`src/rtl/vga_pix_feeder_if.sv`:
```
// Pixel-feeder bus bundle: read-side FIFO handshake plus the vga_ctrl
// request/sync/colour signals. The master modport is the feeder itself.
interface vga_pix_feeder_if;
    logic        fifo_rd_en;
    logic [63:0] fifo_rd_data;
    logic        fifo_empty;
    logic        pix_req;
    logic        vsync;
    logic [23:0] rgb_out;

    modport master (
        output fifo_rd_en,
        output rgb_out,
        input  fifo_rd_data,
        input  fifo_empty,
        input  pix_req,
        input  vsync
    );

    modport slave (
        input  fifo_rd_en,
        input  rgb_out,
        output fifo_rd_data,
        output fifo_empty,
        output pix_req,
        output vsync
    );
endinterface

```
`src/rtl/vga_pix_feeder.sv`:
```
// Pixel-supply stage ahead of vga_ctrl. Prefetches 64-bit words (two
// pixels each) from a standard read FIFO into a 2-word buffer, unpacks
// them on pix_req, aligns to frame start on the vsync active edge and
// keeps sticky underflow / frame-length error flags.
module vga_pix_feeder #(
    parameter int unsigned FRAME_PIX       = 307200,
    parameter logic        VS_ACTIVE       = 1'b0,
    parameter logic [23:0] UNDERFLOW_COLOR = 24'h000000
) (
    input  logic              clk,
    input  logic              rst_n,
    input  logic              en,
    input  logic              clr,
    vga_pix_feeder_if.master  bus,
    output logic              underflow,
    output logic              frame_err
);

    typedef enum logic [1:0] {IDLE, FILL, RUN} state_t;

    state_t      r_state;
    logic [63:0] r_buf0;        // head word
    logic [63:0] r_buf1;
    logic [1:0]  r_cnt;
    logic        r_sel;
    logic        r_rd_pend;
    logic        r_vsync_d;
    logic [19:0] r_pcnt;
    logic [23:0] r_rgb;
    logic        r_underflow;
    logic        r_frame_err;

    logic        w_vs_edge;
    logic        w_rd_en;
    logic        w_run;
    logic        w_serve;
    logic        w_pop;
    logic        w_push;
    logic        w_uf_set;
    logic        w_fe_set;
    logic [23:0] w_pix;

    // Read strobe, serve/pop/push decisions and flag-set events.
    always_comb begin
        w_vs_edge = (bus.vsync == VS_ACTIVE) && (r_vsync_d != VS_ACTIVE);
        w_rd_en   = (r_state != IDLE) && !bus.fifo_empty
                    && (({1'b0, r_cnt} + {2'b00, r_rd_pend}) < 3'd2);
        w_run     = (r_state == RUN) && en;
        w_serve   = w_run && bus.pix_req && (r_cnt != 2'd0);
        w_pop     = w_serve && r_sel;
        // rd_pend is never set in IDLE; en low drops an in-flight word.
        w_push    = r_rd_pend && en;
        w_pix     = r_sel ? r_buf0[55:32] : r_buf0[23:0];
        w_uf_set  = w_run && bus.pix_req && (r_cnt == 2'd0);
        w_fe_set  = w_run && w_vs_edge && (r_pcnt != 20'(FRAME_PIX));
    end

    assign bus.fifo_rd_en = w_rd_en;
    assign bus.rgb_out    = r_rgb;
    assign underflow      = r_underflow;
    assign frame_err      = r_frame_err;

    // Control FSM, prefetch buffer and pixel counter.
    always_ff @(posedge clk or negedge rst_n) begin
        if (!rst_n) begin
            r_state   <= IDLE;
            r_buf0    <= '0;
            r_buf1    <= '0;
            r_cnt     <= '0;
            r_sel     <= 1'b0;
            r_rd_pend <= 1'b0;
            r_vsync_d <= ~VS_ACTIVE;
            r_pcnt    <= '0;
        end else begin
            r_vsync_d <= bus.vsync;
            if (!en) begin
                r_state   <= IDLE;
                r_buf0    <= '0;
                r_buf1    <= '0;
                r_cnt     <= '0;
                r_sel     <= 1'b0;
                r_rd_pend <= 1'b0;
                r_pcnt    <= '0;
            end else begin
                r_rd_pend <= w_rd_en;

                case (r_state)
                    IDLE: r_state <= FILL;
                    FILL: begin
                        if (w_vs_edge && (r_cnt == 2'd2)) begin
                            r_state <= RUN;
                            r_pcnt  <= '0;
                        end
                    end
                    RUN: begin
                        if (w_vs_edge)
                            r_pcnt <= '0;
                        else if (bus.pix_req && (r_pcnt != '1))
                            r_pcnt <= r_pcnt + 20'd1;
                    end
                    default: r_state <= IDLE;
                endcase

                // Simultaneous push and pop keeps cnt; the new word lands
                // behind whatever survives the pop.
                case ({w_push, w_pop})
                    2'b10: begin
                        if (r_cnt == 2'd0)
                            r_buf0 <= bus.fifo_rd_data;
                        else
                            r_buf1 <= bus.fifo_rd_data;
                        r_cnt <= r_cnt + 2'd1;
                    end
                    2'b01: begin
                        r_buf0 <= r_buf1;
                        r_cnt  <= r_cnt - 2'd1;
                    end
                    2'b11: begin
                        if (r_cnt == 2'd1) begin
                            r_buf0 <= bus.fifo_rd_data;
                        end else begin
                            r_buf0 <= r_buf1;
                            r_buf1 <= bus.fifo_rd_data;
                        end
                    end
                    default: ;
                endcase

                if (w_serve)
                    r_sel <= ~r_sel;
            end
        end
    end

    // Registered pixel output and sticky flags (set beats clr).
    always_ff @(posedge clk or negedge rst_n) begin
        if (!rst_n) begin
            r_rgb       <= '0;
            r_underflow <= 1'b0;
            r_frame_err <= 1'b0;
        end else begin
            if (bus.pix_req)
                r_rgb <= w_serve ? w_pix : UNDERFLOW_COLOR;

            if (w_uf_set)
                r_underflow <= 1'b1;
            else if (clr)
                r_underflow <= 1'b0;

            if (w_fe_set)
                r_frame_err <= 1'b1;
            else if (clr)
                r_frame_err <= 1'b0;
        end
    end

endmodule

```
`src/flat_wrapper.sv`:
```
// flat-port wrapper written by rule: the top's interface ports become plain ports
module vga_pix_feeder_flat 
#(
    parameter int unsigned FRAME_PIX       = 307200,
    parameter logic        VS_ACTIVE       = 1'b0,
    parameter logic [23:0] UNDERFLOW_COLOR = 24'h000000
)
  (clk, rst_n, en, clr, underflow, frame_err, bus_fifo_rd_en, bus_rgb_out, bus_fifo_rd_data, bus_fifo_empty, bus_pix_req, bus_vsync);
  vga_pix_feeder_if bus_i ();
  input  logic clk;
  input  logic rst_n;
  input  logic en;
  input  logic clr;
  output logic underflow;
  output logic frame_err;
  output wire logic [$bits(bus_i.fifo_rd_en)-1:0] bus_fifo_rd_en;
  output wire logic [$bits(bus_i.rgb_out)-1:0] bus_rgb_out;
  input wire logic [$bits(bus_i.fifo_rd_data)-1:0] bus_fifo_rd_data;
  input wire logic [$bits(bus_i.fifo_empty)-1:0] bus_fifo_empty;
  input wire logic [$bits(bus_i.pix_req)-1:0] bus_pix_req;
  input wire logic [$bits(bus_i.vsync)-1:0] bus_vsync;
  assign bus_fifo_rd_en = bus_i.fifo_rd_en;
  assign bus_rgb_out = bus_i.rgb_out;
  assign bus_i.fifo_rd_data = bus_fifo_rd_data;
  assign bus_i.fifo_empty = bus_fifo_empty;
  assign bus_i.pix_req = bus_pix_req;
  assign bus_i.vsync = bus_vsync;
  vga_pix_feeder #(.FRAME_PIX(FRAME_PIX), .VS_ACTIVE(VS_ACTIVE), .UNDERFLOW_COLOR(UNDERFLOW_COLOR)) u_core (.clk(clk), .rst_n(rst_n), .en(en), .clr(clr), .bus(bus_i), .underflow(underflow), .frame_err(frame_err));
endmodule
```
`config.mk`:
```
export PLATFORM = sky130hd
export DESIGN_NAME = vga_pix_feeder_flat
export DESIGN_NICKNAME = d
export VERILOG_FILES = /design/src/rtl/vga_pix_feeder_if.sv /design/src/rtl/vga_pix_feeder.sv /design/src/flat_wrapper.sv
export SDC_FILE = /design/constraint.sdc
export NUM_CORES = 1
export LEC_CHECK = 0
export ABC_AREA = 0
export CAP_MARGIN = 20
export CORE_MARGIN = 1.5
export CORE_UTILIZATION = 50
export CTS_BUF_LIST = sky130_fd_sc_hd__clkbuf_16
export DETAILED_ROUTE_END_ITERATION = 10
export HOLD_SLACK_MARGIN = 0.15
export PLACE_DENSITY = 0.77
export SETUP_SLACK_MARGIN = 0.02
export SYNTH_ARGS = -nofsm -noshare
export SYNTH_HDL_FRONTEND = slang
export SYNTH_SLANG_ARGS = --single-unit
```
`constraint.sdc`:
```
create_clock -name clk -period 2 [get_ports clk]
set_input_delay 0.2 -clock clk [delete_from_list [all_inputs] [get_ports clk]]
set_output_delay 0.2 -clock clk [all_outputs]
set_load 0.02 [all_outputs]
```
; ---- Word-level counts from Yosys, hierarchy flattened
; Index checks and enable logic that the tools add are counted.
; Widths: inputs -> output; s select.
[totals]
inputBits = 71
regBits = 165
out_inout_bits = 27
[op_classes]
addsub = 4
reduce_logical = 24
eq_ne = 20
mux = 26
magnitude_cmp = 1
bitwise = 2
[op_table]
columns = operator, n
row1 = $mux 56, 6
row2 = $pmux 56 s3, 1
row3 = $pmux 56 s2, 1
row4 = $mux 20, 4
row5 = $mux 24, 2
row6 = $pmux 20 s2, 1
row7 = $add 20x1->20 const B, 1
row8 = $ne 20x19->1 const B, 1
row9 = $ne 20x20->1 const B, 1
row10 = $logic_and 1x1->1, 13
row11 = $ne 3x1->1 const B, 3
row12 = $eq 2x2->1 const B, 4
row13 = $reduce_bool 2->1, 4
row14 = $eq 2x1->1 const B, 3
row15 = $mux 1, 6
row16 = $mux 2, 3
row17 = $ne 3x2->1 const B, 2
row18 = $ne 3x3->1 const B, 2
row19 = $pmux 2 s3, 1
row20 = $reduce_and 3->1, 2
row21 = $logic_not 2->1, 2
row22 = $ne 4x1->1 const B, 1
row23 = $ne 4x3->1 const B, 1
row24 = $pmux 2 s2, 1
row25 = 9 further kinds, 11

; ---- Depth between registers and ports, before layout
[depth]
word_depth = 8
ltp_mapped = 10
mapped_depth_nobuf = 7

; ---- Least setup slack after synthesis
; Ideal clock, no wire load.
[synth_timing]
kind = reg-to-reg
start = reg u_core.r_rd_pend
end = reg u_core.r_rd_pend
n_path_buf = 1
stages_incl_launch_ff = 4
setup_slack_ns = -0.077
setup_ns = 0.072
required_ns = 1.928
arrival_time_ns = 2.005
period_less_slack_ns = 2.077
cell_sequence = dfrtp_1 -> clkbuf_1 -> a2111oi_0 -> and2_1
[synth_between]
elab_chain_len = 4
[synth_lines]
columns = item, line
row1 = from (decl), vga_pix_feeder.sv:26  ; logic r_rd_pend;
row2 = from (signal assigned), vga_pix_feeder.sv:85  ; r_rd_pend <= w_rd_en;
row3 = $add 2x1->3, vga_pix_feeder.sv:47  ; && (({1'b0, r_cnt} + {2'b00, r_rd_pend}) < 3'd2);
row4 = $lt 3x2->1, vga_pix_feeder.sv:47
row5 = $logic_and 1x1->1, vga_pix_feeder.sv:47
row6 = named net bus_fifo_rd_en, flat_wrapper.sv:16  ; output wire logic [$bits(bus_i.fifo_rd_en)-1:0] bus_fifo_rd_en;
row7 = $mux 1, vga_pix_feeder.sv:76  ; if (!en) begin
; The timed path passes the listed nets, and every way through them passes these cells.
; A chain may end at the register's enable or synchronous reset.

; ---- Worst setup path in the final report
[layout_timing]
start = reg u_core.r_pcnt[0]
end = reg u_core.r_pcnt[17]
[layout_between]
elab_chain_len = 5
elab_cells_between_ends = 9
cone_classes = add/sub: 1 / eq/ne: 2 / mux: 4 / reduce/logical: 2
[layout_lines]
columns = item, line
row1 = from (decl), vga_pix_feeder.sv:28  ; logic [19:0] r_pcnt;
row2 = from (signal assigned), vga_pix_feeder.sv:99  ; r_pcnt <= r_pcnt + 20'd1;
row3 = $add 20x1->20, vga_pix_feeder.sv:99
row4 = $mux 20, vga_pix_feeder.sv:98  ; else if (bus.pix_req && (r_pcnt != '1))
row5 = $mux 20, vga_pix_feeder.sv:96  ; if (w_vs_edge)
row6 = $pmux 20 s2, vga_pix_feeder.sv:87  ; case (r_state)
row7 = $mux 20, vga_pix_feeder.sv:76
; Parallel ways exist; a longest one is shown, timed or not. The select of a mux whose other input is x is not followed.

==> metrics.txt <==
class of the worst hold path=in2async; port buffer count=81; Die Wd=122 um; remaining routing DRC violations=0; share of cells above drive strength 1=0.112; Final Critical Period=around 1.9 ns; family with the most delay on the worst path=simple AND/OR/NAND/NOR gates; Clock transition at path regs=0.06 ns; Reg area=3730 um^2; Clock Latency Late Sink=0.43 ns; Syn. warnings=0; Synth top cells by count=dfrtp_1 (148), nand2_1 (113), o21ai_0 (87); Post-synth ARST share=1.00; core area=13800 um^2; routed len/inst=17.9 um; Critical Path Source Type=flop; worst reg2reg path depth=7; fill count=1031; Fmax achieved=0.518 GHz; pwr/cell area=759 nW/um^2; I/O Pins=between 90 and 100; Multi-input gate area=3070 um^2; Cell Area, Placed=just over 8000 um^2; Total Negative Setup Slacks=0 ns; Yosys cell types=50; row count=43; CTS max path bufs=2; leakage power figure=4.11 nW; Buf/Inv on CP=1; Cells after Synth=704; Total Wirelength=around 18000 um; DR vias/cell=between 5 and 6; via count=5802; worst slew pin tran=0.682 ns; Peak VDD IR=0.653 mV; fin crit share=0.965; antenna cells=0; Antenna Nets Post-Route=0; GPL Wtd Cong=~0.84; synth-to-layout area growth=27.4%; top post-synthesis cells by area=dfrtp_1 (53%), mux2i_1 (10%), o21ai_0 (6.2%), nand2_1 (6.0%), nand3_1 (4.3%); post-synth top area cell=dfrtp_1; reg2reg setup slack=0.07 ns; Root Buffer Master=clkbuf_16; Initial Utilization=0.509; Yosys top cell area share=0.526; worst path required time=2.35 ns; count leader, synth=dfrtp_1; Yosys reg bits=~150; Post-Syn Area=7040 um^2; CTS Buf Count=17; dpl ws=-0.0598 ns; GRT Total Usage=0.247; final hold violation count=0; vias in the first global route=approximately 5700; H-tree Lvls=4; worst path cell trace=ha_1 -> and4_2 -> nand3_1 -> o21ai_1 -> buf_12 -> or4_1 -> nand3_1; remaining global-route overflow=0; Worst Path Max Fanout=13; CP max-delay cell=or4_1; sequential fraction of the synthesis area=0.530; die area=14800 um^2; WS Path Type=reg2reg; first-pass GRT wire length=28400 um; 1st-iter DRT viols=433; status=complete, no violations; critical register-to-register path startpoint=u_core.r_pcnt[0]$_DFFE_PN0P_; largest net degree at the start of global routing=just under 100; Net Count, Synth=between 700 and 800; initial antenna violation count=0; max-slew violations=0; number of flops mapped to enable cells by yosys=0; router iterations before antenna repair=5; final setup fails=0; design area=approximately 9000 um^2; Final Worst Setup Slack=0.0709 ns; Critical Path AT=2.28 ns; clock skew=0.0106 ns; R2R Path End=u_core.r_pcnt[17]$_DFFE_PN0P_; worst stage delay on the critical path=approximately 0.46 ns; Die Y=~120 um; Critical Path Most Common Cell=nand3_1; Synth Flop Type=dfrtp_1; CP endpoint kind=flop; CTS sink cnt=149; post-DP HPWL=11400 um; MaxCap Viol Count=0; headroom to the max-slew limit=0.545; TritonCTS clock tree=done; Final Net Count=870; RSZ-0062 raised after global routing=no; Post-Syn Area per Cell=~10 um^2
cell usage in the layout, fill, tap and decap left out, drive strengths merged, types with 6 or more instances in the layout:
cell type	n
nor4	6
nand4	8
o21ai	109
dfrtp	148
clkbuf	18
nand3	62
nor2	8
o2bb2ai	24
o211ai	7
mux2i	73
nand2	113
a21oi	6
buf	44
and3	9
clkdlybuf4s50	78
a31oi	7
inv	18
worst max-delay path by stage:
stage | start | to | slack [ns] | cells past startpoint
after global routing | u_core.r_cnt[0]$_DFFE_PN0P_ | u_core.r_buf0[15]$_DFFE_PN0P_ | 0.009 | 7
after CTS | u_core.r_cnt[1]$_DFFE_PN0P_ | u_core.r_buf0[15]$_DFFE_PN0P_ | 0.03 | 7
after floorplan | u_core.r_cnt[0]$_DFFE_PN0P_ | u_core.r_buf0[37]$_DFFE_PN0P_ | 0.12 | 8
after detailed placement | bus_vsync | u_core.r_pcnt[2]$_DFFE_PN0P_ | -0.06 | 6
after global placement | bus_vsync | u_core.r_pcnt[0]$_DFFE_PN0P_ | 0.00001 | 6
final | u_core.r_pcnt[0]$_DFFE_PN0P_ | u_core.r_pcnt[17]$_DFFE_PN0P_ | 0.07 | 7
state kept, by name, summed over array words and instances (netlist names):
name and cells:
u_core.r_rd_pend 1, u_core.r_pcnt 20, u_core.underflow 1, u_core.r_cnt 2
u_core.bus.rgb_out 24, u_core.frame_err 1, u_core.r_sel 1, u_core.r_state 2
u_core.r_vsync_d 1, u_core.r_buf1 48, u_core.r_buf0 48
cell type report:
type / count / share of cell area
inverters: 13 / 0.00544
clock buffers: 17 / 0.0475
multi-input cells: 487 / 0.343
clock inverters: 13 / 0.0152
well taps: 180 / 0.0251
repair buffers: 126 / 0.148
flip-flops and latches: 149 / 0.416
routing by layer:
layer	track usage	wire length, um
met1	0.317	7600
met2	0.415	8840
met3	0.0660	991
met4	0.0669	234
met5	0	0
cells by family (layout without fill, tap and decap cells):
group                    after synthesis  count (layout)  share of synthesized area
flip-flops                           149             149                      0.530
adder cells (fa/ha/maj)                5               5                    0.00889
XOR/XNOR                               3               3                    0.00374
buffers and inverters                 68             169                     0.0430
AO/OA/AOI/OAI                        175             175                      0.154
AND/OR/NAND/NOR                      231             231                      0.156
multiplexers                          73              73                      0.104
power breakdown:
group	switching, mW	internal, mW	total, mW
registers	0.0639	3.12	3.18
clock network	1.26	1.82	3.08
logic	0.303	0.243	0.546
total	1.63	5.18	6.81
through the flow:
step           power (mW)  utilization  hold slack [ns]  instances
3_3_place_gp         3.73        0.600           0.0713        950
5_1_grt              7.04        0.648            0.213        985
4_1_cts              6.85        0.643            0.189        982
3_5_place_dp         3.75        0.600           0.0731        950
6_report             6.81        0.648            0.196        985
2_1_floorplan        3.44            -          -0.0956        704
what timing repair did:
item                                   4_1_cts  5_1_grt
hold buffers                                 2        0
setup buffers                                0        2
gates cloned                                 0        1
resized for setup                            5        8
setup endpoints to repair                   33       36
endpoints found under the hold margin      150        0
pin swaps                                    0        1
No activity file was read; power rests on OpenSTA's default activity.
